<file path="config.mk">
export PLATFORM = sky130hd
export DESIGN_NAME = nibble_serial_add_ctrl_flat
export DESIGN_NICKNAME = d
export VERILOG_FILES = /design/src/rtl/nibble_serial_add_ctrl_if.sv /design/src/rtl/nibble_serial_add_ctrl.sv /design/src/flat_wrapper.sv
export SDC_FILE = /design/constraint.sdc
export NUM_CORES = 1
export LEC_CHECK = 0
export BUFFER_PORTS_ARGS = -buffer_cell sky130_fd_sc_hd__buf_4
export CORE_MARGIN = 2
export CORE_UTILIZATION = 45
export CTS_BUF_LIST = sky130_fd_sc_hd__clkbuf_2
export DETAILED_ROUTE_END_ITERATION = 8
export PLACE_DENSITY = 0.7
export SKIP_CTS_REPAIR_TIMING = 1
export SLEW_MARGIN = 20
export SYNTH_ARGS = -nofsm -noshare
export SYNTH_HDL_FRONTEND = slang
export SYNTH_SLANG_ARGS = --single-unit
</file>
<file path="constraint.sdc">
create_clock -name clk -period 2.1 [get_ports clk]
set_input_delay 0.105 -clock clk [delete_from_list [all_inputs] [get_ports clk]]
set_output_delay 0.105 -clock clk [all_outputs]
set_load 0.02 [all_outputs]
</file>
<file path="src/rtl/nibble_serial_add_ctrl_if.sv">
// Request/result bus and nibble-wide adder bus of the serial add controller.
interface nibble_serial_add_ctrl_if #(
    parameter int NIBBLES = 4
);
    localparam int W = 4 * NIBBLES;

    logic         start;
    logic [W-1:0] a;
    logic [W-1:0] b;
    logic         cin;
    logic         busy;
    logic         done;
    logic [W-1:0] result;
    logic         cout;
    logic         zero;
    logic [3:0]   add_x;
    logic [3:0]   add_y;
    logic         add_cin;
    logic [3:0]   add_sum;
    logic         add_cout;

    // Controller side.
    modport slave (
        input  start, a, b, cin, add_sum, add_cout,
        output busy, done, result, cout, zero, add_x, add_y, add_cin
    );

    // Requester plus adder side.
    modport master (
        output start, a, b, cin, add_sum, add_cout,
        input  busy, done, result, cout, zero, add_x, add_y, add_cin
    );
endinterface

</file>
<file path="src/rtl/nibble_serial_add_ctrl.sv">
// Adds two W-bit operands one nibble per cycle through an external 4-bit adder,
// LSB nibble first, rippling the carry in a register and pulsing done on completion.
module nibble_serial_add_ctrl #(
    parameter int NIBBLES = 4
) (
    input logic                     clk,
    input logic                     rst,
    nibble_serial_add_ctrl_if.slave bus
);
    localparam int W  = 4 * NIBBLES;
    localparam int IW = $clog2(NIBBLES);

    typedef enum logic [1:0] {
        IDLE,
        RUN,
        DONE
    } state_e;

    state_e        state_q;
    logic [IW-1:0] idx_q;
    logic [W-1:0]  a_q;
    logic [W-1:0]  b_q;
    logic          cin_q;
    logic          carry_q;
    logic [W-1:0]  partial_q;
    logic [W-1:0]  result_q;
    logic          cout_q;
    logic          zero_q;
    logic          busy_q;
    logic          done_q;

    logic [W-1:0]  sum_d;
    logic          last_nibble;

    // Partial result fills from the top so that after NIBBLES shifts nibble 0 sits at the bottom.
    assign sum_d       = {bus.add_sum, partial_q[W-1:4]};
    assign last_nibble = (idx_q == IW'(NIBBLES - 1));

    // NOTE: every register here uses <= so all updates see the pre-edge values of their peers.
    always_ff @(posedge clk) begin
        if (rst) begin
            state_q   <= IDLE;
            idx_q     <= '0;
            a_q       <= '0;
            b_q       <= '0;
            cin_q     <= 1'b0;
            carry_q   <= 1'b0;
            partial_q <= '0;
            result_q  <= '0;
            cout_q    <= 1'b0;
            zero_q    <= 1'b1;
            busy_q    <= 1'b0;
            done_q    <= 1'b0;
        end else begin
            done_q <= 1'b0;
            case (state_q)
                IDLE, DONE: begin
                    if (bus.start) begin
                        a_q     <= bus.a;
                        b_q     <= bus.b;
                        cin_q   <= bus.cin;
                        carry_q <= 1'b0;
                        idx_q   <= '0;
                        busy_q  <= 1'b1;
                        state_q <= RUN;
                    end else begin
                        state_q <= IDLE;
                    end
                end
                RUN: begin
                    a_q       <= a_q >> 4;
                    b_q       <= b_q >> 4;
                    carry_q   <= bus.add_cout;
                    partial_q <= sum_d;
                    idx_q     <= idx_q + 1'b1;
                    if (last_nibble) begin
                        result_q <= sum_d;
                        cout_q   <= bus.add_cout;
                        zero_q   <= (sum_d == '0);
                        busy_q   <= 1'b0;
                        done_q   <= 1'b1;
                        state_q  <= DONE;
                    end
                end
                default: state_q <= IDLE;
            endcase
        end
    end

    // NOTE: defaults first keep this block free of inferred latches.
    always_comb begin
        bus.add_x   = 4'h0;
        bus.add_y   = 4'h0;
        bus.add_cin = 1'b0;
        if (state_q == RUN) begin
            bus.add_x   = a_q[3:0];
            bus.add_y   = b_q[3:0];
            bus.add_cin = (idx_q == '0) ? cin_q : carry_q;
        end
    end

    assign bus.busy   = busy_q;
    assign bus.done   = done_q;
    assign bus.result = result_q;
    assign bus.cout   = cout_q;
    assign bus.zero   = zero_q;
endmodule

</file>
<file path="src/flat_wrapper.sv">
// flat-port wrapper written by rule: the top's interface ports become plain ports
module nibble_serial_add_ctrl_flat 
#(
    parameter int NIBBLES = 4
)
  (clk, rst, bus_start, bus_a, bus_b, bus_cin, bus_add_sum, bus_add_cout, bus_busy, bus_done, bus_result, bus_cout, bus_zero, bus_add_x, bus_add_y, bus_add_cin);
  nibble_serial_add_ctrl_if #(.NIBBLES(NIBBLES)) bus_i ();
  input logic clk;
  input logic rst;
  input wire logic [$bits(bus_i.start)-1:0] bus_start;
  input wire logic [$bits(bus_i.a)-1:0] bus_a;
  input wire logic [$bits(bus_i.b)-1:0] bus_b;
  input wire logic [$bits(bus_i.cin)-1:0] bus_cin;
  input wire logic [$bits(bus_i.add_sum)-1:0] bus_add_sum;
  input wire logic [$bits(bus_i.add_cout)-1:0] bus_add_cout;
  output wire logic [$bits(bus_i.busy)-1:0] bus_busy;
  output wire logic [$bits(bus_i.done)-1:0] bus_done;
  output wire logic [$bits(bus_i.result)-1:0] bus_result;
  output wire logic [$bits(bus_i.cout)-1:0] bus_cout;
  output wire logic [$bits(bus_i.zero)-1:0] bus_zero;
  output wire logic [$bits(bus_i.add_x)-1:0] bus_add_x;
  output wire logic [$bits(bus_i.add_y)-1:0] bus_add_y;
  output wire logic [$bits(bus_i.add_cin)-1:0] bus_add_cin;
  assign bus_i.start = bus_start;
  assign bus_i.a = bus_a;
  assign bus_i.b = bus_b;
  assign bus_i.cin = bus_cin;
  assign bus_i.add_sum = bus_add_sum;
  assign bus_i.add_cout = bus_add_cout;
  assign bus_busy = bus_i.busy;
  assign bus_done = bus_i.done;
  assign bus_result = bus_i.result;
  assign bus_cout = bus_i.cout;
  assign bus_zero = bus_i.zero;
  assign bus_add_x = bus_i.add_x;
  assign bus_add_y = bus_i.add_y;
  assign bus_add_cin = bus_i.add_cin;
  nibble_serial_add_ctrl #(.NIBBLES(NIBBLES)) u_core (.clk(clk), .rst(rst), .bus(bus_i));
endmodule
</file>
# --- Word-level counts from Yosys, hierarchy flattened ---
# Index checks and enable logic that the tools add are counted.
classes:
  n_eq_ne: 5
  reduce_logical: 10
  n_mux: 19
  n_addsub: 1
  bitwise: 1
ops:
  columns: ["cell", "n"]
  rows:
  - ["16-bit case mux with 2 select lines", 2]
  - ["16-bit 2-to-1 mux", 2]
  - ["16-bit zero test", 1]
  - ["4-bit 2-to-1 mux", 2]
  - ["2-bit case mux with 2 select lines", 2]
  - ["1-bit 2-to-1 mux", 7]
  - ["2-bit AND reduction", 3]
  - ["2-bit equality test (second input constant)", 2]
  - ["2-bit zero test", 2]
  - ["2-bit 2-to-1 mux", 2]
  - ["1-bit case mux with 2 select lines", 2]
  - ["2-bit OR reduction", 2]
  - ["3-bit AND reduction", 1]
  - ["2-bit by 1-bit adder with 2-bit output (second input constant)", 1]
  - ["2-bit by 1-bit equality test with 1-bit output (second input constant)", 1]
  - ["2-bit by 1-bit inequality test with 1-bit output (second input constant)", 1]
  - ["2-bit inequality test (second input constant)", 1]
  - ["2-bit nonzero test", 1]
  - ["1-bit inverter", 1]
totals:
  ff_bits: 74
  wordCells: 48
  out_inout_bits: 29
  in_bits: 41

# --- Depth between registers and ports, before layout ---
depth:
  depth_word: 4
  mapped_depth: 6

# --- Worst setup path after synthesis ---
# No wires, ideal clock.
synth_timing:
  kind: "register to register"
  from: "reg u_core.idx_q[0]"
  to: "reg u_core.cout_q (netlist: u_core.bus.cout)"
  path_slack_ns: 0.885
  required_ns: 1.968
  arrival_ns: 1.082
  period_less_slack_ns: 1.215
  setup_time_ns: 0.132
  path_stages_with_launch: 7
  path_cell_list: "dfxtp_1 > ha_1 > and3b_1 > buf_2 > buf_4 > nand2_1 > a21oi_1"
synth_via:
  elab_chain_cells: 2
synth_lines:
  columns: ["item", "line_no", "source"]
  rows:
  - ["start: declaration", "nibble_serial_add_ctrl.sv:20", "logic [IW-1:0] idx_q;"]
  - ["start signal: assignment", "nibble_serial_add_ctrl.sv:75", "idx_q <= idx_q + 1'b1;"]
  - ["2-bit equality test", "nibble_serial_add_ctrl.sv:37", "assign last_nibble = (idx_q == IW'(NIBBLES - 1));"]
  - ["named net u_core.last_nibble", "nibble_serial_add_ctrl.sv:33", "logic last_nibble;"]
  - ["2-bit AND reduction (no line)", null, null]
  - ["end signal: assignment", "nibble_serial_add_ctrl.sv:78", "cout_q <= bus.add_cout;"]
  - ["end: declaration", "nibble_serial_add_ctrl.sv:27", "logic cout_q;"]
# The timed path passes the listed nets, and every way through them passes these cells.
# A chain may end at the register's enable or synchronous reset.

# --- Worst setup path in the final report ---
layout_timing:
  from: "reg u_core.state_q[0]"
  to: "out bus_add_y[3]"
layout_via:
  elab_chain_cells: 2
layout_lines:
  columns: ["item", "line_no", "source"]
  rows:
  - ["start: declaration", "nibble_serial_add_ctrl.sv:19", "state_e state_q;"]
  - ["start signal: assignment", "nibble_serial_add_ctrl.sv:42", "state_q <= IDLE;"]
  - ["start signal: assignment", "nibble_serial_add_ctrl.sv:65", "state_q <= RUN;"]
  - ["start signal: assignment", "nibble_serial_add_ctrl.sv:67", "state_q <= IDLE;"]
  - ["2-bit by 1-bit equality test with 1-bit output", "nibble_serial_add_ctrl.sv:95", "if (state_q == RUN) begin"]
  - ["4-bit 2-to-1 mux", "nibble_serial_add_ctrl.sv:95", null]
  - ["end: declaration", "flat_wrapper.sv:22", "output wire logic [$bits(bus_i.add_y)-1:0] bus_add_y;"]
# Every way passes these cells.

==> summary.txt <==
Floorplanning
  • Die width: 81.7 um
  • FP Rows: 28
  • Core box area: 5890 um^2
  • Die H: 81.7 um
  • Initial Util: 46.2%
  • Die area: 6680 um^2
  • Boundary pin count: 70

GRT
  • Vias in the first global route: 2232
  • Gr usage total: 19.5%
  • Initial antenna violation count: 0
  • First-pass GRT wire length: 9990 um
  • Largest net degree at the start of global routing: 71
  • Gr ovfl total: 0

Synthesis
  • Post-synthesis sequential area ratio: 51.5%
  • Seq cells post-synth: 70
  • Post-Syn Nets: 371
  • Mapped Area: 2720 um^2
  • Post-synth top area share: 51.5%
  • Yosys top cell by area: dfxtp_1
  • Yosys cell types: 23
  • Gate count of the mapped netlist: 328
  • Top post-synthesis cells by area: dfxtp_1, a21oi_1, nand2_1
  • YS warnings: 0
  • Syn_area_per_cell: 8.29 um^2

Run status
  • Run status: completed

Route
  • WL per Instance: 13.3 um
  • Initial DRT Pass Iterations: 5
  • Drt drc: 0
  • Drt total wl: 6660 um
  • Iter 0 DRT Violations: 174
  • DR vias: 2616
  • Post-DR vias/cell: 5.21
  • Routed Antenna Nets: 0

STA
  • Final hold vios: 0
  • RSZ-0062 raised after global routing: false
  • Minimum clock period: 1.80 ns
  • Final setup viols: 0
  • Peak Freq: 555 MHz
  • Max-slew violations: 0
  • Sum Neg Setup Slack: 0 ns
  • Worst-margin pin slew: 0.692 ns
  • Skew final: 0.0174 ns
  • Worst relative slew slack: 53.9%
  • Post-route clock period utilization: 85.8%

CTS
  • Num Clock Sinks: 70
  • TritonCTS clock tree: done
  • CTS Buffer Depth: 2
  • Clock Tree Root: clkbuf_2
  • H-tree Lvls: 3
  • TritonCTS buffer count: 9
  • Clock latency on the worst-skew pair: 0.50 ns
  • Clk slew on worst S/H paths: 0.16 ns

Min path
  • Worst hold path class: input pin to register
  • HP Start: rst

Worst setup path
  • R2r setup slk: 0.57 ns
  • R2r startpoint: u_core.idx_q[0]$_SDFFE_PP0P_
  • Crit path kind: register to primary output
  • Crit path from: u_core.state_q[0]$_SDFFE_PP0P_
  • CP Launch Type: register
  • Worst EP arrival: 1.70 ns
  • Critical Path RT: 2.00 ns
  • CP endpoint kind: primary output
  • Crit Path Max Fanout: 27

Cells and area
  • Layout area overhead: 37.1%
  • Layout Nets: 465
  • N_diodes: 0
  • Area of the multi-input gates: 1150 um^2
  • FF/Latch Area: 1400 um^2
  • Fillers: 581
  • Final design utilization: 63.4%
  • Share of cells above drive strength 1: 21.3%

Placed design
  • Port buffer count: 69
  • Gp weighted congestion: 0.807
  • Final HPWL DP: 3940 um

Flow run
  • Max-Cap Viols: 0

Pwr
  • P per Cell Area: 671 nW/um^2
  • LEAKAGE: 1.47 nW
  • Worst VDD drop: 390 uV
[registers in the layout, indices dropped and copies added (netlist names)]
register,count
u_core.a_q,16
u_core.b_q,16
u_core.bus.result,16
u_core.partial_q,12
u_core.idx_q,2
u_core.state_q,2
u_core.bus.busy,1
u_core.bus.cout,1
u_core.bus.done,1
u_core.bus.zero,1
u_core.carry_q,1
u_core.cin_q,1
[path summary, 6_finish.rpt]
path,to,depth (start not counted)
worst max-delay path,bus_add_y[3],4
worst min-delay path,u_core.state_q[0]$_SDFFE_PP0P_,2
worst max register to register,u_core.bus.zero$_SDFFE_PP1P_,5
worst min register to register,u_core.bus.result[10]$_SDFFE_PP0P_,2
[cell families (layout without fill, tap and decap cells)]
group,count (synthesis),in the layout,share of synthesized area (%)
mux,1,1,0.368
simple gates,130,130,21.5
flops,70,70,51.5
compound gates,93,93,19.4
fa+ha+maj,2,2,0.920
buf+inv,32,131,6.30
[power by group]
part	total [W]	switching [W]	internal (W)	leakage (nW)
logic	0.000359	0.000181	0.000178	0.836
registers	0.00142	0.0000332	0.00139	0.571
clock network	0.000723	0.000448	0.000275	0.0670
[per-layer routing]
metal  GRT usage [%]  wire length, um
met5               0                0
met4            9.50              140
met1            25.0             3020
met2            30.2             3190
met3            5.49              303
[cell type report]
| class | count | share of cell area, % |
|---|---|---|
| flip-flops and latches | 70 | 37.6 |
| multi-input cells | 226 | 30.9 |
| repair buffers | 113 | 26.0 |
| well taps | 75 | 2.52 |
| clock buffers | 11 | 1.48 |
| clock inverters | 5 | 1.34 |
| inverters | 2 | 0.201 |
[layout by cell type, fill, tap and decap left out, types with 2 or more instances in the layout]
master	netlist	routed
buf_4	9	73
nand2_1	71	71
dfxtp_1	70	70
a21oi_1	66	66
dlygate4sd3_1	0	38
nand3_1	35	35
a22oi_1	24	24
clkbuf_2	0	11
and2_1	8	8
nor2_1	5	5
nor4_1	4	4
inv_1	2	2
o21ai_1	2	2
ha_1	2	2
clkinv_1	0	2
buf_12	0	2
[synth_stat cells, drive strengths merged]
cell,count
buf,18
nand2,71
nand4,1
nor2b,1
nor4,4
ha,2
nand2b,2
dfxtp,70
clkbuf,12
o21a,1
a21oi,66
inv,2
mux2i,1
nor2,5
nand3b,1
and3b,1
and2,8
o21ai,2
a22oi,24
nand3,35
and2b,1
[critical path: stages (launching register included)]
cell and delay (ns):
dfxtp_1 0.45, and2b_1 0.17, buf_4 0.27, and2_1 0.18, buf_4 0.14
[metrics by stage]
step                      setup slack, ns  hold WS, ns  std cells  total power (W)  instance area [um^2]
after floorplan                     0.885        0.241        328          0.00163                  2720
after global placement              0.621        0.351        448          0.00174                  3240
after detailed placement            0.584        0.363        448          0.00175                  3240
after CTS                           0.259       -0.188        464          0.00246                  3350
after global routing                0.117        0.114        502          0.00263                  3730
final                               0.298        0.135        502          0.00250                  3730
Note: power is estimated with default switching activity, not from simulation.
